<file path="src/rtl/mc_pkg.sv">
// Shared types for the multicycle ARM-subset control unit: FSM states, control word, decode helpers.
// Optional feature macro MC_LDRB_EN (byte loads) is consumed in mc_controller.sv.
package mc_pkg;

   typedef enum logic [3:0] {
      S_FETCH  = 4'd0,
      S_DECODE = 4'd1,
      S_MEMADR = 4'd2,
      S_MEMRD  = 4'd3,
      S_MEMWB  = 4'd4,
      S_MEMWR  = 4'd5,
      S_EXECR  = 4'd6,
      S_EXECI  = 4'd7,
      S_ALUWB  = 4'd8,
      S_BRANCH = 4'd9
   } state_t;

   localparam logic [2:0] ALU_ADD = 3'b000;
   localparam logic [2:0] ALU_SUB = 3'b001;
   localparam logic [2:0] ALU_AND = 3'b010;
   localparam logic [2:0] ALU_ORR = 3'b011;

   localparam logic [1:0] OP_DP  = 2'b00;
   localparam logic [1:0] OP_MEM = 2'b01;
   localparam logic [1:0] OP_BR  = 2'b10;

   localparam logic [3:0] CMD_AND = 4'b0000;
   localparam logic [3:0] CMD_SUB = 4'b0010;
   localparam logic [3:0] CMD_ADD = 4'b0100;
   localparam logic [3:0] CMD_CMP = 4'b1010;
   localparam logic [3:0] CMD_ORR = 4'b1100;

   localparam logic [3:0] COND_EQ = 4'b0000;
   localparam logic [3:0] COND_NE = 4'b0001;
   localparam logic [3:0] COND_CS = 4'b0010;
   localparam logic [3:0] COND_CC = 4'b0011;
   localparam logic [3:0] COND_MI = 4'b0100;
   localparam logic [3:0] COND_PL = 4'b0101;
   localparam logic [3:0] COND_VS = 4'b0110;
   localparam logic [3:0] COND_VC = 4'b0111;
   localparam logic [3:0] COND_HI = 4'b1000;
   localparam logic [3:0] COND_LS = 4'b1001;
   localparam logic [3:0] COND_GE = 4'b1010;
   localparam logic [3:0] COND_LT = 4'b1011;
   localparam logic [3:0] COND_GT = 4'b1100;
   localparam logic [3:0] COND_LE = 4'b1101;
   localparam logic [3:0] COND_AL = 4'b1110;

   typedef struct packed {
      logic       pc_write;
      logic       adr_src;
      logic       mem_write;
      logic       ir_write;
      logic       reg_write;
      logic [1:0] reg_src;
      logic [1:0] imm_src;
      logic       alu_src_a;
      logic [1:0] alu_src_b;
      logic [1:0] result_src;
      logic [2:0] alu_control;
      logic       reg_byte;
   } ctrl_t;

   localparam ctrl_t FETCH_CTRL = '{pc_write: 1'b1, adr_src: 1'b0, mem_write: 1'b0,
                                   ir_write: 1'b1, reg_write: 1'b0, reg_src: 2'b00,
                                   imm_src: 2'b00, alu_src_a: 1'b1, alu_src_b: 2'b10,
                                   result_src: 2'b10, alu_control: ALU_ADD, reg_byte: 1'b0};

   typedef struct packed {
      logic [2:0] alu;
      logic       nowrite;
      logic       wr_nz;
      logic       wr_cv;
   } cmd_dec_t;

   // Unrecognised commands behave as a non-writing, non-flag-setting ADD.
   function automatic cmd_dec_t cmd_decode(input logic [3:0] cmd);
      cmd_dec_t d;
      case (cmd)
         CMD_ADD: d = '{alu: ALU_ADD, nowrite: 1'b0, wr_nz: 1'b1, wr_cv: 1'b1};
         CMD_SUB: d = '{alu: ALU_SUB, nowrite: 1'b0, wr_nz: 1'b1, wr_cv: 1'b1};
         CMD_AND: d = '{alu: ALU_AND, nowrite: 1'b0, wr_nz: 1'b1, wr_cv: 1'b0};
         CMD_ORR: d = '{alu: ALU_ORR, nowrite: 1'b0, wr_nz: 1'b1, wr_cv: 1'b0};
         CMD_CMP: d = '{alu: ALU_SUB, nowrite: 1'b1, wr_nz: 1'b1, wr_cv: 1'b1};
         default: d = '{alu: ALU_ADD, nowrite: 1'b1, wr_nz: 1'b0, wr_cv: 1'b0};
      endcase
      return d;
   endfunction

   function automatic logic cond_eval(input logic [3:0] cond, input logic [3:0] nzcv);
      logic n, z, c, v, r;
      {n, z, c, v} = nzcv;
      case (cond)
         COND_EQ: r = z;
         COND_NE: r = ~z;
         COND_CS: r = c;
         COND_CC: r = ~c;
         COND_MI: r = n;
         COND_PL: r = ~n;
         COND_VS: r = v;
         COND_VC: r = ~v;
         COND_HI: r = c & ~z;
         COND_LS: r = ~c | z;
         COND_GE: r = (n == v);
         COND_LT: r = (n != v);
         COND_GT: r = ~z & (n == v);
         COND_LE: r = z | (n != v);
         COND_AL: r = 1'b1;
         default: r = 1'b0;
      endcase
      return r;
   endfunction

endpackage

</file>
<file path="src/rtl/mc_condlogic.sv">
// NZCV flag register, condition evaluation and the per-instruction condex_q latch.
module mc_condlogic
   import mc_pkg::*;
#(
   parameter logic [3:0] RESET_FLAGS = 4'h0
) (
   input  logic       clk,
   input  logic       reset,
   input  state_t     state,
   input  logic [3:0] cond,
   input  logic       s_bit,
   input  logic [3:0] cmd,
   input  logic [3:0] alu_flags,
   output logic       condex,
   output logic       condex_q
);

   logic [3:0] flags_r;
   cmd_dec_t   dec_s;
   logic       nz_we_s;
   logic       cv_we_s;

   // Flag write-mask: only S-suffixed, condition-passed data-processing ops touch flags
   always_comb begin
      dec_s   = cmd_decode(cmd);
      nz_we_s = ((state == S_EXECR) || (state == S_EXECI)) & s_bit & condex_q & dec_s.wr_nz;
      cv_we_s = ((state == S_EXECR) || (state == S_EXECI)) & s_bit & condex_q & dec_s.wr_cv;
      condex  = cond_eval(cond, flags_r);
   end

   // Flag register and DECODE-time capture of the condition result
   always_ff @(posedge clk or negedge reset) begin
      if (!reset) begin
         flags_r  <= RESET_FLAGS;
         condex_q <= 1'b0;
      end else begin
         if (nz_we_s) flags_r[3:2] <= alu_flags[3:2];
         if (cv_we_s) flags_r[1:0] <= alu_flags[1:0];
         if (state == S_DECODE) condex_q <= condex;
      end
   end

endmodule

</file>
<file path="src/rtl/mc_controller.sv">
// Multicycle control FSM for the ARM-subset datapath; outputs are registered per state.
// Optional macro MC_LDRB_EN enables RegByte for byte loads (LDRB behaves as LDR when undefined).
module mc_controller
   import mc_pkg::*;
#(
   parameter logic [3:0] RESET_FLAGS = 4'h0
) (
   input  logic        clk,
   input  logic        reset,
   input  logic [31:0] Instr,
   input  logic [3:0]  ALUFlags,
   output logic        PCWrite,
   output logic        AdrSrc,
   output logic        MemWrite,
   output logic        IRWrite,
   output logic        RegWrite,
   output logic [1:0]  RegSrc,
   output logic [1:0]  ImmSrc,
   output logic        ALUSrcA,
   output logic [1:0]  ALUSrcB,
   output logic [1:0]  ResultSrc,
   output logic [2:0]  ALUControl,
   output logic        RegByte,
   output logic [3:0]  StateOut
);

   state_t state_r;
   state_t state_next_s;
   ctrl_t  ctrl_r;
   ctrl_t  ctrl_next_s;
   logic   condex_s;
   logic   condex_q_s;
   logic   cx_sel_s;

   mc_condlogic #(.RESET_FLAGS(RESET_FLAGS)) u_condlogic (
      .clk       (clk),
      .reset     (reset),
      .state     (state_r),
      .cond      (Instr[31:28]),
      .s_bit     (Instr[20]),
      .cmd       (Instr[24:21]),
      .alu_flags (ALUFlags),
      .condex    (condex_s),
      .condex_q  (condex_q_s)
   );

   // A write to R15 from either writeback state also loads the PC.
   function automatic ctrl_t state_ctrl(input state_t st, input logic [31:0] instr, input logic cx);
      ctrl_t    c;
      cmd_dec_t d;
      logic     wr;
      c  = '0;
      d  = cmd_decode(instr[24:21]);
      wr = 1'b0;
      case (st)
         S_FETCH:  c = FETCH_CTRL;
         S_DECODE: begin
            c.alu_src_a = 1'b1;
            c.alu_src_b = 2'b10;
         end
         S_MEMADR: begin
            c.alu_src_b = 2'b01;
            c.imm_src   = 2'b01;
         end
         S_MEMRD:  c.adr_src = 1'b1;
         S_MEMWB: begin
            c.result_src = 2'b01;
            c.reg_write  = cx;
            c.pc_write   = cx & (instr[15:12] == 4'd15);
`ifdef MC_LDRB_EN
            c.reg_byte   = instr[22];
`else
            c.reg_byte   = 1'b0;
`endif
         end
         S_MEMWR: begin
            c.adr_src   = 1'b1;
            c.reg_src   = 2'b10;
            c.mem_write = cx;
         end
         S_EXECR:  c.alu_control = d.alu;
         S_EXECI: begin
            c.alu_src_b   = 2'b01;
            c.alu_control = d.alu;
         end
         S_ALUWB: begin
            wr          = cx & ~d.nowrite;
            c.reg_write = wr;
            c.pc_write  = wr & (instr[15:12] == 4'd15);
         end
         S_BRANCH: begin
            c.reg_src    = 2'b01;
            c.alu_src_b  = 2'b01;
            c.imm_src    = 2'b10;
            c.result_src = 2'b10;
            c.pc_write   = cx;
         end
         default:  c = '0;
      endcase
      return c;
   endfunction

   // Next-state decode and the control word the next state will present
   always_comb begin
      state_next_s = S_FETCH;
      case (state_r)
         S_FETCH:  state_next_s = S_DECODE;
         S_DECODE: begin
            case (Instr[27:26])
               OP_MEM:  state_next_s = S_MEMADR;
               OP_DP:   state_next_s = Instr[25] ? S_EXECI : S_EXECR;
               OP_BR:   state_next_s = S_BRANCH;
               default: state_next_s = S_FETCH;
            endcase
         end
         S_MEMADR: state_next_s = Instr[20] ? S_MEMRD : S_MEMWR;
         S_MEMRD:  state_next_s = S_MEMWB;
         S_EXECR:  state_next_s = S_ALUWB;
         S_EXECI:  state_next_s = S_ALUWB;
         default:  state_next_s = S_FETCH;
      endcase
      // Leaving DECODE, condex_q is only being captured, so use the live result.
      cx_sel_s    = (state_r == S_DECODE) ? condex_s : condex_q_s;
      ctrl_next_s = state_ctrl(state_next_s, Instr, cx_sel_s);
   end

   // State register with the control word registered alongside it
   always_ff @(posedge clk or negedge reset) begin
      if (!reset) begin
         state_r <= S_FETCH;
         ctrl_r  <= FETCH_CTRL;
      end else begin
         state_r <= state_next_s;
         ctrl_r  <= ctrl_next_s;
      end
   end

   assign PCWrite    = ctrl_r.pc_write  & reset;
   assign IRWrite    = ctrl_r.ir_write  & reset;
   assign MemWrite   = ctrl_r.mem_write & reset;
   assign RegWrite   = ctrl_r.reg_write & reset;
   assign AdrSrc     = ctrl_r.adr_src;
   assign RegSrc     = ctrl_r.reg_src;
   assign ImmSrc     = ctrl_r.imm_src;
   assign ALUSrcA    = ctrl_r.alu_src_a;
   assign ALUSrcB    = ctrl_r.alu_src_b;
   assign ResultSrc  = ctrl_r.result_src;
   assign ALUControl = ctrl_r.alu_control;
   assign RegByte    = ctrl_r.reg_byte;
   assign StateOut   = state_r;

endmodule

</file>
<file path="config.mk">
export PLATFORM = sky130hd
export DESIGN_NAME = mc_controller
export DESIGN_NICKNAME = d
export VERILOG_FILES = /design/src/rtl/mc_pkg.sv /design/src/rtl/mc_condlogic.sv /design/src/rtl/mc_controller.sv
export SDC_FILE = /design/constraint.sdc
export NUM_CORES = 1
export LEC_CHECK = 0
export CAP_MARGIN = 20
export CORE_MARGIN = 4
export CORE_UTILIZATION = 45
export CTS_CLUSTER_DIAMETER = 200
export DETAILED_ROUTE_END_ITERATION = 8
export PLACE_DENSITY = 0.84
export SYNTH_ARGS = -nofsm -noshare
export SYNTH_HDL_FRONTEND = slang
export SYNTH_SLANG_ARGS = --single-unit
export TNS_END_PERCENT = 20
</file>
<file path="constraint.sdc">
create_clock -name clk -period 4 [get_ports clk]
set_clock_uncertainty 0.1 [all_clocks]
set_input_delay 0.8 -clock clk [delete_from_list [all_inputs] [get_ports clk]]
set_output_delay 0.8 -clock clk [all_outputs]
set_load 0.01 [all_outputs]
</file>
## Yosys cells after proc, flatten, opt, wreduce, memory -nomap -nowiden

Index checks and enable logic that the tools add are counted.

| word-level totals | value |
|---|---|
| register bits after elaboration | 26 |

| cells by class | value |
|---|---|
| equal/unequal tests | 37 |
| reductions and logical operators | 12 |
| bitwise gates (word level) | 20 |
| mux-type cells | 18 |

Operators by type and width:

| kind | count |
|---|---|
| 4-bit equality test, second input constant | 12 |
| 4-bit by 3-bit equality test with 1-bit output, second input constant | 11 |
| 4-bit by 2-bit equality test with 1-bit output, second input constant | 7 |
| 5-bit one-hot mux with 5 select lines | 1 |
| 4-bit one-hot mux with 5 select lines | 1 |
| 4-bit logical NOT | 4 |
| 2-bit one-hot mux with 2 select lines | 4 |
| 1-bit one-hot mux with 15 select lines | 1 |
| 1-bit AND | 13 |
| 4-bit by 1-bit equality test with 1-bit output, second input constant | 3 |
| 4-bit one-hot mux with 3 select lines | 1 |
| 2-bit OR reduction | 5 |
| 1-bit 2-to-1 mux | 6 |
| 3-bit 2-to-1 mux | 2 |
| 1-bit NOT | 5 |
| 1-bit one-hot mux with 4 select lines | 1 |
| 3-bit OR reduction | 1 |
| 2-bit by 1-bit equality test with 1-bit output, second input constant | 1 |
| 2-bit equality test, second input constant | 1 |
| 2-bit logical NOT | 1 |
| 1-bit bitwise OR | 2 |
| 1-bit one-hot mux with 2 select lines | 1 |
| 1-bit equality test | 1 |
| 1-bit logical OR | 1 |
| 1-bit != test | 1 |

## Longest topological paths before layout

Gate-level depths: netlist of run 1.

| logic depth | value |
|---|---|
| depth after elaboration | 7 |
| depth in mapped cells | 7 |
| mapped depth without buffers | 5 |

## Modules after synthesis

From an unflattened synthesis of run 1, not the netlist that was laid out.

| second synthesis, totals | value |
|---|---|
| cells, all modules | 143 |
| area, all modules | 1368.8 µm² |

Modules (own cells, without submodules):

| module | seq. area each (µm²) | instances | cells each | area an instance (µm²) |
|---|---|---|---|---|
| mc_controller | 455.4 | 1 | 86 | 905.9 |
| mc_condlogic | 125.1 | 1 | 57 | 462.9 |

## Least setup slack after synthesis of run 1

OpenSTA, ideal clock, no wires.

| path | value |
|---|---|
| path type | input to register |
| start | input Instr[31] |
| end | register ctrl_r[17] in the netlist's numbering |
| required time | 3810 ps |
| stages | 6 |
| library setup time | 90 ps |
| arrival | 1931 ps |
| slack | 1880 ps |
| path buffers | 1 |
| path through | clkbuf_1 > nor4b_1 > nor4_1 > nor2_1 > a2111oi_2 > o31ai_1 |

RTL lines:

| item | RTL line | text |
|---|---|---|
| start: declaration | mc_controller.sv:10 | `input logic [31:0] Instr,` |
| end signal: assignment | mc_controller.sv:134 | `ctrl_r <= ctrl_next_s;` |
| end: declaration | mc_controller.sv:29 | `ctrl_t ctrl_r;` |

## Worst setup path after layout of run 1

| path | value |
|---|---|
| start | input reset |
| end | output IRWrite |

| between the ends | value |
|---|---|
| word-level cells in the longest chain between the ends | 1 |

Ends and longest elaborated chain:

| item | RTL line | text |
|---|---|---|
| start: declaration | mc_controller.sv:9 | `input logic reset,` |
| 1-bit AND | mc_controller.sv:139 | `assign IRWrite = ctrl_r.ir_write & reset;` |
| end: declaration | mc_controller.sv:15 | `output logic IRWrite,` |

Every way passes these cells.

==> flow_metrics.py, run 1 <==
metrics = {
    "run_status": {
        "status": "complete, no violations",
    },
    "synthesis": {
        "yosysUniqueCellTypes": 43,
        "yosysWarnings": 0,
        "synth.most_common_cell": "dfrtp_1",
        "synth-seq-cells": 25,
        "netlist_instances": 149,
        "syn_avg_cell_area_um2": 9.43,
        "synthTopCellsByCount": "dfrtp_1 (20), buf_4 (13), nor2_1 (12)",
        "yosysTopAreaCell": "dfrtp_1",
        "synth_area_um2": 1410,
        "synth_top_area_share": 0.356,
        "synth-main-ff-cell": "dfrtp_1",
        "synthArstFlopShare": 1.00,
        "ys_seq_area_frac": 0.450,
        "synth_edf_count": 0,
        "synth_area_leaders": "dfrtp_1 (36%), dfstp_2 (9.3%), buf_4 (6.9%)",
    },
    "global_route": {
        "grt_antenna_before_repair": 0,
        "grt-ovfl-total": 0,
        "grt_max_degree": 15,
        "grt_pass1_vias": 1111,
        "grt_first_pass_wirelength_um": 4830,
        "track_usage": 0.149,
    },
    "sta": {
        "tightest_slew_ps": 497,
        "hold_violations": 0,
        "tns_ps": 0,
        "fmax_mhz": 309,
        "period_needed_ps": 3230,
        "finalMaxSlewViolations": 0,
        "setup_slack_ps": 767,
        "slew_headroom": 0.668,
        "min_period_over_period": 0.808,
        "setup-violations-final": 0,
        "rsz0062_at_grt": "false",
    },
    "pwr": {
        "pwr-share-comb": 0.434,
        "clkPwrFrac": 0.122,
        "p_sw_frac": 0.347,
        "p_int_mw": 0.595,
        "powerDensity_nw_per_um2": 510,
        "sequentialPowerShare": 0.444,
        "power_leakage_nw": 0.784,
        "irDropWorstVdd_mv": 0.176,
        "p_switching_mw": 0.317,
    },
    "clock_network": {
        "hold_buffers": 0,
        "root_buffer": "clkbuf_4",
        "post_cts_resized": 0,
        "cts.path.max_buffers": 2,
        "cts_tree": "built",
        "cts_made_buffers": 3,
        "clk_latency_ps": 320,
        "clk_pin_slew_ps": 130,
        "htreeDepth": 1,
        "clock-sinks": 25,
        "post_cts_buffers": 0,
    },
    "die": {
        "core_area_um2": 3030,
        "num_io_pins": 60,
        "die_x_um": 63.9,
        "die_height_um": 63.9,
        "core.rowCount": 20,
        "start_util": 0.464,
        "die_area_um2": 4080,
    },
    "finish": {
        "drive_gt1_frac": 0.0904,
        "num-nets-final": 216,
        "fill_cells": 282,
        "insertedDiodeCount": 0,
        "area_growth_pct": 27.3,
    },
    "worst_setup_path": {
        "cp.arrival_ps": 2330,
        "crit_fanout": 13,
        "ff2ff_path_depth": 4,
        "rr_startpoint": "StateOut[1]",
        "reg2reg_slack_ps": 2000,
        "cp_data_required_time_ps": 3100,
        "setup.worst_path.start": "reset",
        "timing.rr.end": "u_condlogic.flags_r[0]",
        "crit_type": "in -> out",
        "start_kind": "input port",
        "cp-end-kind": "output pin",
    },
    "place": {
        "dp_hpwl_um": 2350,
        "port_buffers": 41,
        "routabilityCongestion": 0.828,
        "pre_cts_ws_ps": 704,
    },
    "routing": {
        "dr.first_iter.drc_count": 36,
        "vias": 1158,
        "wl_per_cell_um": 13.2,
        "remaining_drc_errors": 0,
        "antenna_left": 0,
        "first_pass_iters": 4,
        "routed_wl_um": 2920,
        "via_per_inst": 5.24,
    },
    "worst_hold_path": {
        "hold_end": "u_condlogic.condex_q",
        "hold_depth": 2,
        "hp-start": "u_condlogic.condex_q",
        "hp-class": "reg -> reg",
    },
    "run": {
        "drv_cap": 0,
    },
}
-- area by class of cell --
type | count | area, um2 | share of cell area
clock buffers | 3 | 22.5 | 0.0126
clock inverters | 1 | 5.00 | 0.00280
inverters | 7 | 26.3 | 0.0147
multi-input cells | 98 | 623 | 0.348
flip-flops and latches | 25 | 632 | 0.353
well taps | 44 | 55.1 | 0.0308
repair buffers | 43 | 425 | 0.238
-- metrics by stage --
stage	instances	power, mW	hold WS, ps	instance area (um2)	utilization
after floorplan	150	0.662	402	1410	-
after global placement	217	0.794	443	1760	0.582
after detailed placement	217	0.812	442	1760	0.582
after CTS	221	0.923	473	1790	0.591
after global routing	221	0.972	492	1790	0.591
final	221	0.912	462	1790	0.591
-- state kept, by name (all words and copies together), names as in the netlist --
register              cells
ctrl_r                    4
ALUControl                2
ALUSrcA                   1
ImmSrc                    2
ResultSrc                 2
AdrSrc                    1
RegSrc                    2
u_condlogic.flags_r       4
u_condlogic.condex_q      1
StateOut                  4
ALUSrcB                   2
-- power by group through the flow --
stage | clock, mW | sequential, mW | combinational (mW)
after floorplan | 0 | 0.393 | 0.269
after global placement | 0 | 0.405 | 0.388
after detailed placement | 0 | 0.410 | 0.403
after CTS | 0.116 | 0.404 | 0.403
after global routing | 0.126 | 0.415 | 0.432
final | 0.111 | 0.405 | 0.396
-- cell families after synthesis --
| kind of cell | share of synthesized area |
|---|---|
| compound gates | 0.137 |
| xor+xnor | 0.0187 |
| buf+inv | 0.110 |
| flops | 0.450 |
| mux | 0.0365 |
| other cells | 0.00267 |
| simple gates | 0.246 |
-- placed cells by master, fill, tap and decap left out, types with 3 or more instances in the layout --
| master | netlist | routed |
|---|---|---|
| a21oi_1 | 5 | 5 |
| a22oi_1 | 3 | 3 |
| and2_1 | 5 | 5 |
| and3_1 | 3 | 3 |
| clkbuf_4 | 0 | 3 |
| clkdlybuf4s50_1 | 0 | 41 |
| dfrtp_1 | 20 | 20 |
| dfstp_2 | 5 | 5 |
| inv_1 | 7 | 7 |
| nand2_1 | 7 | 7 |
| nand2b_1 | 3 | 3 |
| nor2_1 | 12 | 12 |
| nor2b_1 | 7 | 7 |
| nor3_1 | 5 | 5 |
| nor3b_1 | 3 | 3 |
| o21ai_0 | 7 | 7 |
| o31ai_1 | 3 | 3 |
-- worst max-delay path by stage --
stage                 end  cells after the start
3_3_place_gp      PCWrite                      3
4_1_cts           IRWrite                      3
5_1_grt           IRWrite                      3
6_report          IRWrite                      3
3_5_place_dp      IRWrite                      3
2_1_floorplan  ctrl_r[17]                      6
-- worst max-delay path, cell delays in order --
cell	delay, ps
clkdlybuf4s50_1	780
and2_1	210
clkdlybuf4s50_1	540
-- metal layers --
layer / part of all wire / global-route usage / vias to the layer above / routed length [um]
li1: - / - / 559 / -
met1: 0.41 / 0.178 / 535 / 1200
met2: 0.50 / 0.261 / 59 / 1470
met3: 0.075 / 0.0369 / 5 / 218
met4: 0.0093 / 0.0485 / 0 / 27
met5: 0 / 0 / - / 0
Note: power is estimated with default switching activity, not from simulation.
==> run 2, diff against run 1 <==
Settings changed: CORE_UTILIZATION 45 to 42, PLACE_DENSITY 0.84 to 0.79.
Clock period 4 ns to 3.2 ns, I/O delays scaled along.
==> flow_metrics.py, run 2 (same netlist as run 1, synthesis figures left out) <==
metrics = {
    "die": {
        "start_util": 0.449,
        "num_io_pins": 60,
        "core.rowCount": 20,
        "die_x_um": 65.8,
        "die_height_um": 65.8,
        "core_area_um2": 3130,
        "die_area_um2": 4330,
    },
    "finish": {
        "final-seq-area_um2": 632,
        "insertedDiodeCount": 0,
        "layout_common_cells": "clkdlybuf4s50_1 (41), dfrtp_1 (20), nor2_1 (12)",
        "num-nets-final": 217,
        "multiInputGateArea_um2": 623,
        "area_growth_pct": 28.1,
        "final_cells": 222,
        "fill_cells": 282,
        "drive_gt1_frac": 0.0955,
        "final_common_cell": "clkdlybuf4s50_1",
        "fin_area_um2": 1800,
        "finish.utilization": 0.575,
    },
    "sta": {
        "finalMaxSlewViolations": 0,
        "setup_slack_ps": 370,
        "fmax_mhz": 353,
        "setup-violations-final": 0,
        "hold_violations": 0,
        "period_needed_ps": 2830,
        "min_period_over_period": 0.884,
        "rsz0062_at_grt": "false",
        "tns_ps": 0,
    },
    "worst_setup_path": {
        "cp_data_required_time_ps": 2460,
        "cp-end-kind": "output pin",
        "setup.worst_path.start": "reset",
        "cp.arrival_ps": 2090,
        "ff2ff_path_depth": 4,
        "reg2reg_slack_ps": 1250,
        "start_kind": "input port",
        "crit_type": "in -> out",
        "rr_startpoint": "StateOut[1]",
        "crit_fanout": 11,
        "timing.rr.end": "u_condlogic.flags_r[1]",
    },
    "place": {
        "routabilityCongestion": 0.790,
        "dp.cells": 218,
        "port_buffers": 41,
        "pre_cts_ws_ps": 349,
        "dp_hpwl_um": 2390,
        "place_area_um2": 1770,
    },
    "global_route": {
        "grt_pass1_vias": 1161,
        "track_usage": 0.148,
        "grt_max_degree": 16,
        "met2_usage": 0.264,
        "use_met3": 0.0187,
        "top_usage_layer": "met2",
        "grt-ovfl-total": 0,
        "grt_first_pass_wirelength_um": 4970,
        "grt_antenna_before_repair": 0,
        "use_met1": 0.178,
    },
    "clock_network": {
        "root_buffer": "clkbuf_4",
        "cts_tree": "built",
        "post_cts_resized": 0,
        "clk_pin_slew_ps": 130,
        "htreeDepth": 1,
        "clock-sinks": 25,
        "post_cts_buffers": 0,
        "cts_made_buffers": 3,
        "hold_buffers": 0,
        "clk_latency_ps": 310,
        "cts.path.max_buffers": 2,
    },
    "routing": {
        "wl_per_cell_um": 13.4,
        "remaining_drc_errors": 0,
        "vias": 1161,
        "routed_wl_um": 2980,
        "dr.first_iter.drc_count": 31,
        "antenna_left": 0,
        "first_pass_iters": 4,
        "via_per_inst": 5.23,
    },
    "worst_hold_path": {
        "hp-start": "u_condlogic.condex_q",
        "hold_end": "ctrl_r[13]",
        "hp-class": "reg -> reg",
        "hold_depth": 2,
    },
    "pwr": {
        "irDropWorstVdd_mv": 0.257,
        "powerDensity_nw_per_um2": 636,
        "power_leakage_nw": 0.785,
    },
    "run": {
        "drv_cap": 0,
    },
    "run_status": {
        "status": "complete, no violations",
    },
}
-- run 2: changes by cell type in the layout (fill, tap and decap cells not counted), sizes merged --
cell and change:
buf +1, clkinvlp +1, clkinv -1
-- run 2: worst max-delay path by stage --
stage / to
2_1_floorplan: ctrl_r[17]
3_3_place_gp: PCWrite
3_5_place_dp: PCWrite
4_1_cts: PCWrite
5_1_grt: IRWrite
6_report: PCWrite
-- run 2: worst max-delay path: stages --
cell,delay [ps]
clkdlybuf4s50_1,700
and2_1,200
clkdlybuf4s50_1,540
-- run 2: layout make-up --
type                            instances  share of cell area
Tap cell                               44              0.0306
Multi-Input combinational cell         98               0.346
Timing Repair Buffer                   44               0.241
Sequential cell                        25               0.351
Clock inverter                          1             0.00417
Clock buffer                            3              0.0125
Inverter                                7              0.0146
-- run 2: metrics by stage --
| stage | hold slack (ps) | power [mW] |
|---|---|---|
| 4_1_cts | 477 | 1.15 |
| 3_5_place_dp | 448 | 1.01 |
| 6_report | 467 | 1.14 |
| 5_1_grt | 506 | 1.23 |
| 3_3_place_gp | 444 | 0.999 |
| 2_1_floorplan | 244 | 0.828 |
-- run 2: power by group --
| part | switching [mW] | internal (mW) | total [mW] |
|---|---|---|---|
| sequential | 0.0739 | 0.430 | 0.504 |
| combinational | 0.232 | 0.268 | 0.500 |
| clock | 0.0917 | 0.0477 | 0.139 |
-- run 2: layer usage --
metal,vias up,wire length [um]
met4,0,42
met5,-,0
met3,4,168
li1,562,-
met1,554,1240
met2,41,1520
==> run 3, diff against run 2 <==
Settings changed: CORE_MARGIN 4 to 5.
==> flow_metrics.py, run 3 (same netlist as run 1, synthesis figures left out) <==
metrics = {
    "run_status": {
        "status": "complete, no violations",
    },
    "worst_setup_path": {
        "crit_fanout": 7,
        "cp_data_required_time_ps": 2460,
        "start_kind": "input port",
        "cp.arrival_ps": 1940,
        "ff2ff_path_depth": 4,
        "crit_top_cell": "clkdlybuf4s50_1",
        "crit_type": "in -> out",
        "rr_startpoint": "StateOut[1]",
        "timing.rr.end": "u_condlogic.flags_r[1]",
        "cp_slowest_cell": "clkdlybuf4s50_1",
        "reg2reg_slack_ps": 1190,
        "critPathMaxStageDelay_ps": 600,
        "cp-end-kind": "output pin",
        "crit_chain": "clkdlybuf4s50_1 > and2_1 > clkdlybuf4s50_1",
    },
    "place": {
        "dp_hpwl_um": 2390,
        "routabilityCongestion": 0.815,
        "port_buffers": 41,
        "pre_cts_ws_ps": 498,
        "place_area_um2": 1770,
    },
    "run": {
        "drv_cap": 0,
    },
    "global_route": {
        "grt_first_pass_wirelength_um": 5130,
        "grt-ovfl-total": 0,
        "grt_antenna_before_repair": 0,
        "top_usage_layer": "met2",
        "grt_pass1_vias": 1136,
        "grt_max_degree": 14,
        "met2_usage": 0.249,
        "track_usage": 0.146,
        "use_met3": 0.0279,
        "use_met1": 0.187,
    },
    "clock_network": {
        "clk_pin_slew_ps": 130,
        "cts_tree": "built",
        "hold_buffers": 0,
        "cts.path.max_buffers": 2,
        "cts_made_buffers": 3,
        "root_buffer": "clkbuf_4",
        "htreeDepth": 1,
        "post_cts_resized": 0,
        "post_cts_buffers": 0,
        "clk_latency_ps": 320,
        "clock-sinks": 25,
    },
    "routing": {
        "dr.first_iter.drc_count": 28,
        "antenna_left": 0,
        "vias": 1160,
        "first_pass_iters": 4,
        "remaining_drc_errors": 0,
        "wl_per_cell_um": 13.3,
        "via_per_inst": 5.18,
        "routed_wl_um": 2990,
    },
    "sta": {
        "setup_slack_ps": 517,
        "min_period_over_period": 0.838,
        "setup-violations-final": 0,
        "rsz0062_at_grt": "false",
        "period_needed_ps": 2680,
        "finalMaxSlewViolations": 0,
        "hold_violations": 0,
        "tns_ps": 0,
        "fmax_mhz": 373,
    },
    "finish": {
        "fin_area_um2": 1800,
        "drive_gt1_frac": 0.0899,
        "final_common_cell": "clkdlybuf4s50_1",
        "num-nets-final": 217,
        "area_growth_pct": 28.0,
        "insertedDiodeCount": 0,
        "layout_common_cells": "clkdlybuf4s50_1 (41), dfrtp_1 (20), nor2_1 (12)",
    },
    "pwr": {
        "finalPower_mw": 1.15,
        "irDropWorstVdd_mv": 0.238,
        "clkPwrFrac": 0.123,
        "sequentialPowerShare": 0.441,
        "p_int_mw": 0.747,
        "powerDensity_nw_per_um2": 637,
        "p_sw_frac": 0.348,
        "pwr-share-comb": 0.436,
        "power_leakage_nw": 0.786,
        "p_switching_mw": 0.399,
    },
    "die": {
        "core.rowCount": 21,
        "core_area_um2": 3280,
        "num_io_pins": 60,
        "die_height_um": 67.8,
        "start_util": 0.428,
        "die_x_um": 67.8,
        "die_area_um2": 4600,
    },
    "worst_hold_path": {
        "hp-class": "reg -> reg",
        "hp-start": "u_condlogic.condex_q",
        "hold_end": "ctrl_r[13]",
        "hold_depth": 2,
    },
}
[run 3: changes by cell type in the layout (fill, tap and decap cells not counted)]
cell,before,now
clkinvlp_4,1,0
clkbuf_1,0,1
[run 3: power by group through the flow]
stage / registers [mW] / clock network, mW / logic (mW)
6_report: 0.506 / 0.140 / 0.500
5_1_grt: 0.523 / 0.161 / 0.550
4_1_cts: 0.507 / 0.143 / 0.506
3_5_place_dp: 0.514 / 0 / 0.504
3_3_place_gp: 0.507 / 0 / 0.490
2_1_floorplan: 0.491 / 0 / 0.337
[run 3: how the worst max path moves through the flow]
stage / depth (start not counted) / slack (ps) / endpoint / from
after floorplan: 6 / 1240 / ctrl_r[17] / Instr[31]
after global placement: 3 / 490 / PCWrite / reset
after detailed placement: 3 / 500 / PCWrite / reset
after CTS: 3 / 490 / PCWrite / reset
after global routing: 3 / 430 / PCWrite / reset
final: 3 / 520 / PCWrite / reset
[run 3: per-stage QoR]
stage / cells / util / hold slack (ps)
5_1_grt: 224 / 0.547 / 514
6_report: 224 / 0.547 / 478
3_5_place_dp: 220 / 0.539 / 455
2_1_floorplan: 150 / - / 244
3_3_place_gp: 220 / 0.539 / 446
4_1_cts: 224 / 0.547 / 473
[run 3: layout make-up]
type / instances / area (um2)
timing repair buffer: 44 / 433
fill: 313 / 1490
sequential: 25 / 632
inverter: 7 / 26.3
multi-input combinational: 98 / 623
clock buffer: 4 / 26.3
tap: 46 / 57.6
[run 3: critical path, delay by kind of cell]
family	cells	cell delay [ps]
buf+inv	2	1130
simple gates	1	170
[run 3: routing by layer]
metal | routed length [um] | part of all wire
met2 | 1480 | 0.49
met3 | 192 | 0.064
met1 | 1280 | 0.43
met5 | 0 | 0
met4 | 41 | 0.014
